===== src/rtl/quadra_out_buf.sv =====
// quadra_out_buf: result capture FIFO behind the quadratic evaluator.
// The evaluator cannot stall. This block therefore buffers every y/y_dv
// result and presents the results as a ready/valid stream. It grants
// upstream credit (x_ready) only when every result still in flight is
// sure to find a free FIFO slot.
module quadra_out_buf #(
  parameter int Y_W   = 24,
  parameter int LAT   = 3,
  parameter int DEPTH = 8
) (
  input  logic                       clk,
  input  logic                       rst_b,
  input  logic                       x_dv,
  input  logic [Y_W-1:0]             y,
  input  logic                       y_dv,
  output logic                       x_ready,
  output logic [Y_W-1:0]             out_data,
  output logic                       out_valid,
  input  logic                       out_ready,
  output logic [$clog2(DEPTH):0]     level,
  output logic                       ovf,
  output logic                       err_unexp,
  input  logic                       clr_err
);

  localparam int AW = $clog2(DEPTH);
  localparam int LW = AW + 1;

  logic [Y_W-1:0] mem [DEPTH];
  logic [AW-1:0]  wptr, rptr;
  logic [LW-1:0]  level_q;
  logic [LW-1:0]  in_flight;
  logic           run;
  logic           ovf_q, err_q;

  logic           full, pop, push, ovf_evt, unexp_evt;
  logic [LW:0]    credit_sum;

  // Handshake decode. A pop frees the slot a full-FIFO push needs in the same cycle.
  always_comb begin
    full      = (level_q == LW'(DEPTH));
    pop       = out_valid & out_ready;
    push      = y_dv & (~full | pop);
    ovf_evt   = y_dv & full & ~pop;
    unexp_evt = y_dv & ~x_dv & (in_flight == '0);
  end

  // Credit counts buffered and in-flight results. This cycle's pop is not credited.
  always_comb begin
    credit_sum = {1'b0, level_q} + {1'b0, in_flight};
    x_ready    = run & (credit_sum < (LW+1)'(DEPTH));
  end

  assign out_valid = (level_q != '0);
  assign out_data  = out_valid ? mem[rptr] : '0;
  assign level     = level_q;
  assign ovf       = ovf_q;
  assign err_unexp = err_q;

  // Run flop: holds credit off until the first clock after reset release.
  always_ff @(posedge clk or negedge rst_b) begin
    if (!rst_b) run <= 1'b0;
    else        run <= 1'b1;
  end

  // In-flight tracking. An unmatched y_dv holds the count at zero.
  always_ff @(posedge clk or negedge rst_b) begin
    if (!rst_b) begin
      in_flight <= '0;
    end else if (x_dv && !y_dv) begin
      if (in_flight != '1) in_flight <= in_flight + LW'(1);
    end else if (!x_dv && y_dv) begin
      if (in_flight != '0) in_flight <= in_flight - LW'(1);
    end
  end

  // FIFO storage. The contents do not need a reset because out_data is masked while the FIFO is empty.
  always_ff @(posedge clk) begin
    if (push) mem[wptr] <= y;
  end

  // FIFO pointers and occupancy.
  always_ff @(posedge clk or negedge rst_b) begin
    if (!rst_b) begin
      wptr    <= '0;
      rptr    <= '0;
      level_q <= '0;
    end else begin
      if (push) wptr <= wptr + AW'(1);
      if (pop)  rptr <= rptr + AW'(1);
      if (push && !pop)      level_q <= level_q + LW'(1);
      else if (!push && pop) level_q <= level_q - LW'(1);
    end
  end

  // Sticky error flags. A new event wins over clr_err in the same cycle.
  always_ff @(posedge clk or negedge rst_b) begin
    if (!rst_b) begin
      ovf_q <= 1'b0;
      err_q <= 1'b0;
    end else begin
      ovf_q <= (ovf_q & ~clr_err) | ovf_evt;
      err_q <= (err_q & ~clr_err) | unexp_evt;
    end
  end

endmodule


===== config.mk =====
export PLATFORM = sky130hd
export DESIGN_NAME = quadra_out_buf
export DESIGN_NICKNAME = d
export VERILOG_FILES = /design/src/rtl/quadra_out_buf.sv
export SDC_FILE = /design/constraint.sdc
export NUM_CORES = 1
export LEC_CHECK = 0
export BUFFER_PORTS_ARGS = -buffer_cell sky130_fd_sc_hd__buf_2
export CORE_ASPECT_RATIO = 1.5
export CORE_MARGIN = 3
export CORE_UTILIZATION = 54
export DETAILED_ROUTE_END_ITERATION = 8
export PLACE_DENSITY = 0.73
export SLEW_MARGIN = 20
export SYNTH_ARGS = -nofsm -noshare
export SYNTH_HDL_FRONTEND = slang
export SYNTH_SLANG_ARGS = --single-unit

===== constraint.sdc =====
create_clock -name clk -period 4.8 [get_ports clk]
set_input_delay 0.48 -clock clk [delete_from_list [all_inputs] [get_ports clk]]
set_output_delay 0.48 -clock clk [all_outputs]
set_load 0.1 [all_outputs]

==> results of run 1 <==
## cells in the mapped netlist (4+ instances only)
cell type	count
sky130_fd_sc_hd__buf_2	4
sky130_fd_sc_hd__mux2i_1	28
sky130_fd_sc_hd__nand2_1	11
sky130_fd_sc_hd__mux4_2	46
sky130_fd_sc_hd__edfxtp_1	192
sky130_fd_sc_hd__nor2_1	27
sky130_fd_sc_hd__clkbuf_1	4
sky130_fd_sc_hd__xnor2_1	6
sky130_fd_sc_hd__nor3_1	9
sky130_fd_sc_hd__ha_1	12
sky130_fd_sc_hd__mux2_2	5
sky130_fd_sc_hd__inv_1	9
sky130_fd_sc_hd__dfrtp_1	17
## layout make-up
cell class                 count  area (um^2)
sequential                   209         6200
fill                        1092         5660
clock buffer                  21          483
inverter                       9         33.8
tap                          199          249
multi-input combinational    175         2080
timing repair buffer          73          398
clock inverter                 9         37.5
## stage by stage
stage	area, um^2	std cells
floorplan	8390	410
global placement	8950	664
detailed placement	8950	664
CTS	9480	695
global route	9480	695
finish	9480	695
## path summary, 6_finish.rpt
path | to | slack [ns] | depth (start not counted)
min reg2reg | ovf | 0.55 | 2
max | out_data[1] | 1.51 | 4
max reg2reg | level[3] | 1.73 | 10
max in group asynchronous | rptr[0] | 4.03 | 2
min in group asynchronous | level[0] | 0.46 | 2
min | ovf | 0.21 | 2
## layer usage
metal,vias up,wire (um),part of all wire [%]
met5,-,13,0.085
met4,2,378,2.5
met3,33,656,4.3
met2,106,8230,54
met1,2171,6050,39
li1,1808,-,-
## registers in the layout, indices dropped and copies added, names as in the netlist
register,cells
wptr,3
run,1
err_unexp,1
rptr,3
level,4
ovf,1
in_flight,4
mem,192
## logic make-up after synthesis
kind of cell / synth area share, %
AO/OA/AOI/OAI: 1.07
XOR/XNOR: 0.835
adder cells (fa/ha/maj): 2.27
buffers and inverters: 1.83
flip-flops: 73.8
multiplexers: 17.0
other: 0.0447
AND/OR/NAND/NOR: 3.21
## what timing repair did
| item | 4_1_cts | 5_1_grt |
|---|---|---|
| endpoints found under the hold margin | 17 | 0 |
| resized for setup | 0 | 0 |
| hold buffers | 1 | 0 |
==> impl_results.rst, run 1 <==
.. list-table::
   :header-rows: 1

   * - Metric
     - Value
   * - Slew Limit Fails
     - 0
   * - GR Util met1
     - 24.2%
   * - Total of flip-flops plus latches after synthesis
     - 209
   * - Pre-CTS setup slack
     - 1.74 ns
   * - Cell breakdown of the critical path
     - mux4_1 > mux2i_1 > nor2_1 > buf_2
   * - Register area share after synthesis
     - 73.8%
   * - Number of ports placed on the die boundary
     - 62
   * - Cell type with the largest total area after synthesis
     - sky130_fd_sc_hd__edfxtp_1
   * - Category of the worst setup path capture point
     - output pin
   * - Cell row count
     - 55
   * - Layout area overhead
     - 12.9%
   * - Worst Hold Launch
     - clr_err
   * - Worst min-delay path category
     - in -> reg
   * - Gate count of the mapped netlist
     - 410
   * - Worst slew margin relative to its limit
     - 31.9%
   * - Post-synth design cell area
     - 8390 um^2
   * - Share of cells above drive strength 1
     - 32.1%
   * - Met3 capacity usage during global routing
     - 2.76%
   * - Count of unresolved DRC violations after routing
     - 0
   * - Worst Setup SP
     - rptr[0]
   * - CP arrival
     - 2.81 ns
   * - Clock slew at reported path FFs
     - 0.06 ns
   * - Run status
     - complete, no violations
   * - Crit share post-route
     - 68.5%
   * - Syn_nets
     - 454
   * - Post-synth top flop
     - sky130_fd_sc_hd__edfxtp_1
   * - Routed vias/inst
     - 5.93
   * - Final WS setup
     - 1.51 ns
   * - Router iterations before antenna repair
     - 4
   * - Post-CTS setup buffers
     - 0
   * - Die Ht
     - 159 um
   * - Origin of the critical flop-to-flop path
     - level[2]
   * - Final WL
     - 15.3 mm
   * - Count of buffering cells on the critical path with inverters included
     - 1
   * - Post-detailed-placement half-perimeter wirelength
     - 8.61 mm
   * - Initial antenna violation count
     - 1
   * - Number of H-tree levels
     - 1
   * - Async set-or-reset flop fraction in the synthesized netlist
     - 8.13%
   * - Number of endpoints failing setup at the final stage
     - 0
   * - Area share of the largest cell type after synthesis
     - 68.7%
   * - RSZ-0062 raised after global routing
     - false
   * - Kind of cell adding the most delay to the critical path
     - flip-flops
   * - Number of max-capacitance violations reported
     - 0
   * - Final ANT Viol Nets
     - 0
   * - Clock tree buffer depth
     - 3
   * - Routed wire per std cell
     - 22.1 um
   * - Final hold viol count
     - 0
   * - Synthesized area per cell
     - 20.5 um^2
   * - Worst EP required
     - 4.32 ns
   * - Post-Route Setup TNS
     - 0 ns
   * - Min Hold Slack
     - 0.206 ns
   * - Via total after detailed routing
     - 4120
   * - Delay of the slowest critical-path stage
     - 1.10 ns
   * - Count of port buffers added during placement
     - 61
   * - Global-route wire length before repair
     - 24.2 mm
   * - CTS sink cnt
     - 209
   * - Path type of the worst setup path
     - reg -> out
   * - Count of nets after finishing
     - 531
   * - Core Area
     - 15100 um^2
   * - Number of distinct library cells after synthesis
     - 37
   * - Final standard cell utilization of the core
     - 62.6%
   * - Buffer cell driving the clock tree root
     - sky130_fd_sc_hd__clkbuf_16
   * - Cell types with the largest area share after synthesis
     - sky130_fd_sc_hd__edfxtp_1 (69%), sky130_fd_sc_hd__mux4_2 (12%), sky130_fd_sc_hd__dfrtp_1 (5.1%)
   * - Maximum net fanout on the critical path
     - 50
   * - Commonest cells after routing, fill and taps aside
     - sky130_fd_sc_hd__edfxtp_1 (192), sky130_fd_sc_hd__buf_2 (61), sky130_fd_sc_hd__mux4_2 (46)
   * - Detailed router's first-iteration violation count
     - 245
   * - Final weighted congestion of routability-driven global placement
     - 0.757
   * - Worst-skew pair later-pin latency
     - 0.47 ns
   * - Number of buffers created by CTS
     - 19
   * - Remaining Overflow, GRT
     - 0
   * - Clock tree from TritonCTS
     - done
   * - Min Tclk post-route
     - 3.29 ns
   * - Most frequent standard cell in the layout excluding fill and tap cells
     - sky130_fd_sc_hd__edfxtp_1
   * - Maximum clock frequency
     - 0.304 GHz
   * - Cell with the biggest individual delay on the critical path
     - sky130_fd_sc_hd__dfrtp_4
   * - Met2 track utilization from global routing
     - 33.0%
   * - Die span in x
     - 108 um
   * - Antenna diodes
     - 0
   * - Most used routing layer in global routing
     - met2
   * - Vias in the first global route
     - 4332
   * - Largest net degree at the start of global routing
     - 51
   * - Number of warnings issued by yosys
     - 0
   * - Critical Path Start Type
     - flop
   * - Initial Utilization
     - 55.4%
   * - Transition time at the pin with the least slew margin
     - 1.02 ns
   * - Gr usage total
     - 18.8%
   * - Maximum clock skew at final layout
     - 0.00901 ns
   * - Count of flip-flops with a built-in enable after synthesis
     - 192
   * - DIE AREA
     - 17100 um^2
Power of run 1 is left out: the tool's default activity adds up to more than one toggle a clock period on the data nets, which glitch-free logic cannot reach.
==> run 2, diff against run 1 <==
--- a/config.mk
+++ b/config.mk
@@ -5,12 +5,13 @@
 export SDC_FILE = /design/constraint.sdc
 export NUM_CORES = 1
 export LEC_CHECK = 0
+export ABC_AREA = 1
 export BUFFER_PORTS_ARGS = -buffer_cell sky130_fd_sc_hd__buf_2
 export CORE_ASPECT_RATIO = 1.5
 export CORE_MARGIN = 3
 export CORE_UTILIZATION = 54
 export DETAILED_ROUTE_END_ITERATION = 8
-export PLACE_DENSITY = 0.73
+export PLACE_DENSITY = 0.72
 export SLEW_MARGIN = 20
 export SYNTH_ARGS = -nofsm -noshare
 export SYNTH_HDL_FRONTEND = slang
==> constraint.sdc (replaced) <==
create_clock -name clk -period 3.23 [get_ports clk]
set_input_delay 0.323 -clock clk [delete_from_list [all_inputs] [get_ports clk]]
set_output_delay 0.323 -clock clk [all_outputs]
set_load 0.1 [all_outputs]
==> run 2 against run 1 <==
Flip-flop and latch count unchanged. Global-route usage up 1.8 points. Largest cell class unchanged. Clock-buffer cell count up 6. Register-to-register slack worse by 0.83 ns. Die area up 12%. Synthesized area up 13%. Hold slack worse by 0.16 ns. Non-clock buffer count up 8. Via count up 55%.
==> impl_results.rst, run 2 <==
.. list-table::
   :header-rows: 1

   * - Metric
     - Value
   * - Post-synth top cells
     - sky130_fd_sc_hd__nand2_1 (284), sky130_fd_sc_hd__inv_1 (208), sky130_fd_sc_hd__edfxtp_1 (192), sky130_fd_sc_hd__nand3_1 (130), sky130_fd_sc_hd__nor2_1 (64)
   * - Post-detailed-placement half-perimeter wirelength
     - 11.2 mm
   * - Vias in the first global route
     - 6411
   * - Share of cells above drive strength 1
     - 12.8%
   * - Cells on Worst Hold Path
     - 2
   * - CP arrival
     - 2.61 ns
   * - Die Ht
     - 168 um
   * - Routed wire per std cell
     - 15.1 um
   * - Delay of the slowest critical-path stage
     - 0.82 ns
   * - Worst EP required
     - 2.91 ns
   * - Cell with the biggest individual delay on the critical path
     - sky130_fd_sc_hd__dfrtp_2
   * - Worst min-delay path category
     - in -> reg
   * - Transition time at the pin with the least slew margin
     - 1.09 ns
   * - Worst slew margin relative to its limit
     - 27.3%
   * - Critical Path Start Type
     - flop
   * - WL met3
     - 1.14 mm
   * - Number of H-tree levels
     - 1
   * - Path type of the worst setup path
     - reg -> out
   * - Initial antenna violation count
     - 0
   * - Largest net degree at the start of global routing
     - 76
   * - Uppermost routed layer
     - met4
   * - Gr usage total
     - 20.6%
   * - Buffer cell driving the clock tree root
     - sky130_fd_sc_hd__clkbuf_16
   * - Met2 WL post-DR
     - 10.2 mm
   * - Crit share post-route
     - 90.7%
   * - Flip-flop count of the largest register after layout
     - 192
   * - Worst-skew pair later-pin latency
     - 0.48 ns
   * - Global-route wire length before repair
     - 31.5 mm
   * - CTS sink cnt
     - 209
   * - Maximum net fanout on the critical path
     - 31
   * - Maximum clock frequency
     - 0.341 GHz
   * - Count of nets after finishing
     - 1081
   * - Count of flip-flops with a built-in enable after synthesis
     - 192
   * - End point of the worst hold path
     - ovf
   * - Layout area overhead
     - 13.2%
   * - Commonest cells after routing, fill and taps aside
     - sky130_fd_sc_hd__nand2_1 (284), sky130_fd_sc_hd__inv_1 (208), sky130_fd_sc_hd__edfxtp_1 (192)
   * - Cell breakdown of the critical path
     - buf_4 > nand3_1 > nand2_1 > nor2_1 > nor2_2 > buf_2
   * - Number of endpoints failing setup at the final stage
     - 0
   * - Largest register by flop count
     - mem
   * - Cell row count
     - 58
   * - Syn_nets
     - 1017
   * - Via total after detailed routing
     - 6395
   * - Synthesized area per cell
     - 9.76 um^2
   * - Number of ports placed on the die boundary
     - 62
   * - DIE AREA
     - 19200 um^2
   * - Count of unresolved DRC violations after routing
     - 0
   * - Total of flip-flops plus latches after synthesis
     - 209
   * - Area share of the largest cell type after synthesis
     - 60.7%
   * - Clock slew at reported path FFs
     - 0.06 ns
   * - Die span in x
     - 114 um
   * - Final hold viol count
     - 0
   * - Met1 wire length
     - 7.31 mm
   * - Final standard cell utilization of the core
     - 63.3%
   * - Category of the worst setup path capture point
     - output pin
   * - Cell types with the largest area share after synthesis
     - sky130_fd_sc_hd__edfxtp_1 (61%), sky130_fd_sc_hd__nand2_1 (11%), sky130_fd_sc_hd__inv_1 (8.2%)
   * - Endpoint of the worst register-to-register path
     - level[3]
   * - Remaining Overflow, GRT
     - 0
   * - Run status
     - complete, no violations
   * - Worst Hold Launch
     - clr_err
   * - RSZ-0062 raised after global routing
     - false
   * - Most frequent standard cell in the layout excluding fill and tap cells
     - sky130_fd_sc_hd__nand2_1
   * - Min Hold Slack
     - 0.0412 ns
   * - Number of warnings issued by yosys
     - 0
   * - Async set-or-reset flop fraction in the synthesized netlist
     - 8.13%
   * - Final weighted congestion of routability-driven global placement
     - 0.793
   * - Cell type with the largest total area after synthesis
     - sky130_fd_sc_hd__edfxtp_1
   * - Clock tree from TritonCTS
     - done
   * - Number of distinct library cells after synthesis
     - 25
   * - Origin of the critical flop-to-flop path
     - level[0]
   * - Final WL
     - 19.1 mm
   * - Final ANT Viol Nets
     - 0
   * - Register area share after synthesis
     - 65.2%
   * - Detailed router's first-iteration violation count
     - 338
   * - Routed vias/inst
     - 5.08
   * - Count of port buffers added during placement
     - 61
   * - Initial Utilization
     - 55.9%
   * - Most instantiated library cell after synthesis
     - sky130_fd_sc_hd__nand2_1
   * - Worst reg-to-reg setup slack
     - 0.90 ns
   * - Cells resized by post-CTS repair
     - 0
   * - Hold_buf cts
     - 1
   * - Core Area
     - 17000 um^2
   * - Register-to-Register Path Depth
     - 12
   * - Min Tclk post-route
     - 2.93 ns
   * - Clock tree buffer depth
     - 3
   * - Post-synth design cell area
     - 9490 um^2
   * - Maximum clock skew at final layout
     - 0.0111 ns
   * - Slew Limit Fails
     - 0
   * - Post-synth top flop
     - sky130_fd_sc_hd__edfxtp_1
   * - Antenna diodes
     - 0
   * - Final Instance Area
     - 10800 um^2
   * - Router iterations before antenna repair
     - 5
   * - Cell Area, Placed
     - 10100 um^2
   * - Post-CTS setup buffers
     - 0
   * - Gate count of the mapped netlist
     - 973
   * - Number of max-capacitance violations reported
     - 0
   * - Number of buffers created by CTS
     - 19
[run 2: cell types whose count changed in the layout (fill, tap and decap cells not counted), sizes merged, moves of 3 or more]
cell    delta
nand2    +274
buf        +8
nor3       -5
clkbuf     +6
nor4       -3
inv      +202
mux4      -48
nor2      +37
clkinv     -6
mux2i     -28
nand3    +128
mux2       -5
[run 2: worst max-delay path, delay by kind of cell (launching register included)]
kind,cells,cell delay [ns]
AND/OR/NAND/NOR,4,0.42
flip-flops,1,0.82
buffers and inverters,2,0.87
[run 2: how the worst max path moves through the flow]
stage / from / endpoint / slack, ns / depth (start not counted)
2_1_floorplan: level[0] / mem[5][0] / -0.29 / 4
3_3_place_gp: rptr[1] / out_data[17] / 0.82 / 6
3_5_place_dp: rptr[1] / out_data[17] / 0.83 / 6
4_1_cts: rptr[1] / out_data[17] / 0.30 / 6
5_1_grt: rptr[0] / out_data[5] / 0.16 / 8
6_report: rptr[1] / out_data[21] / 0.30 / 6
[run 2: layout make-up]
type / count / area (um^2)
multi-input cells: 516 / 2360
flip-flops and latches: 209 / 6190
repair buffers: 81 / 513
clock buffers: 27 / 546
fillers: 1349 / 6230
clock inverters: 7 / 87.6
inverters: 210 / 788
well taps: 210 / 263
[run 2: layer usage]
layer / track usage, % / up-vias
li1: - / 3169
met1: 25.6 / 2995
met2: 37.6 / 195
met3: 2.55 / 36
met4: 5.48 / 0
met5: 0 / -
[run 2: cells by family after synthesis]
family                   Yosys count  share of synthesized area [%]
AO/OA/AOI/OAI                      8                          0.475
XOR/XNOR                           6                          0.554
adder cells (fa/ha/maj)           14                           2.00
buffers and inverters            248                           10.5
flip-flops                       209                           65.2
other                              1                         0.0395
AND/OR/NAND/NOR                  487                           21.2
[run 2: per-stage QoR]
| step | TNS [ns] | worst slack [ns] | instances |
|---|---|---|---|
| floorplan | -28.29 | -0.295 | 973 |
| global placement | 0 | 0.820 | 1225 |
| detailed placement | 0 | 0.829 | 1225 |
| CTS | 0 | 0.304 | 1260 |
| global route | 0 | 0.157 | 1260 |
| finish | 0 | 0.300 | 1260 |
Power of run 2 is left out for the same reason.
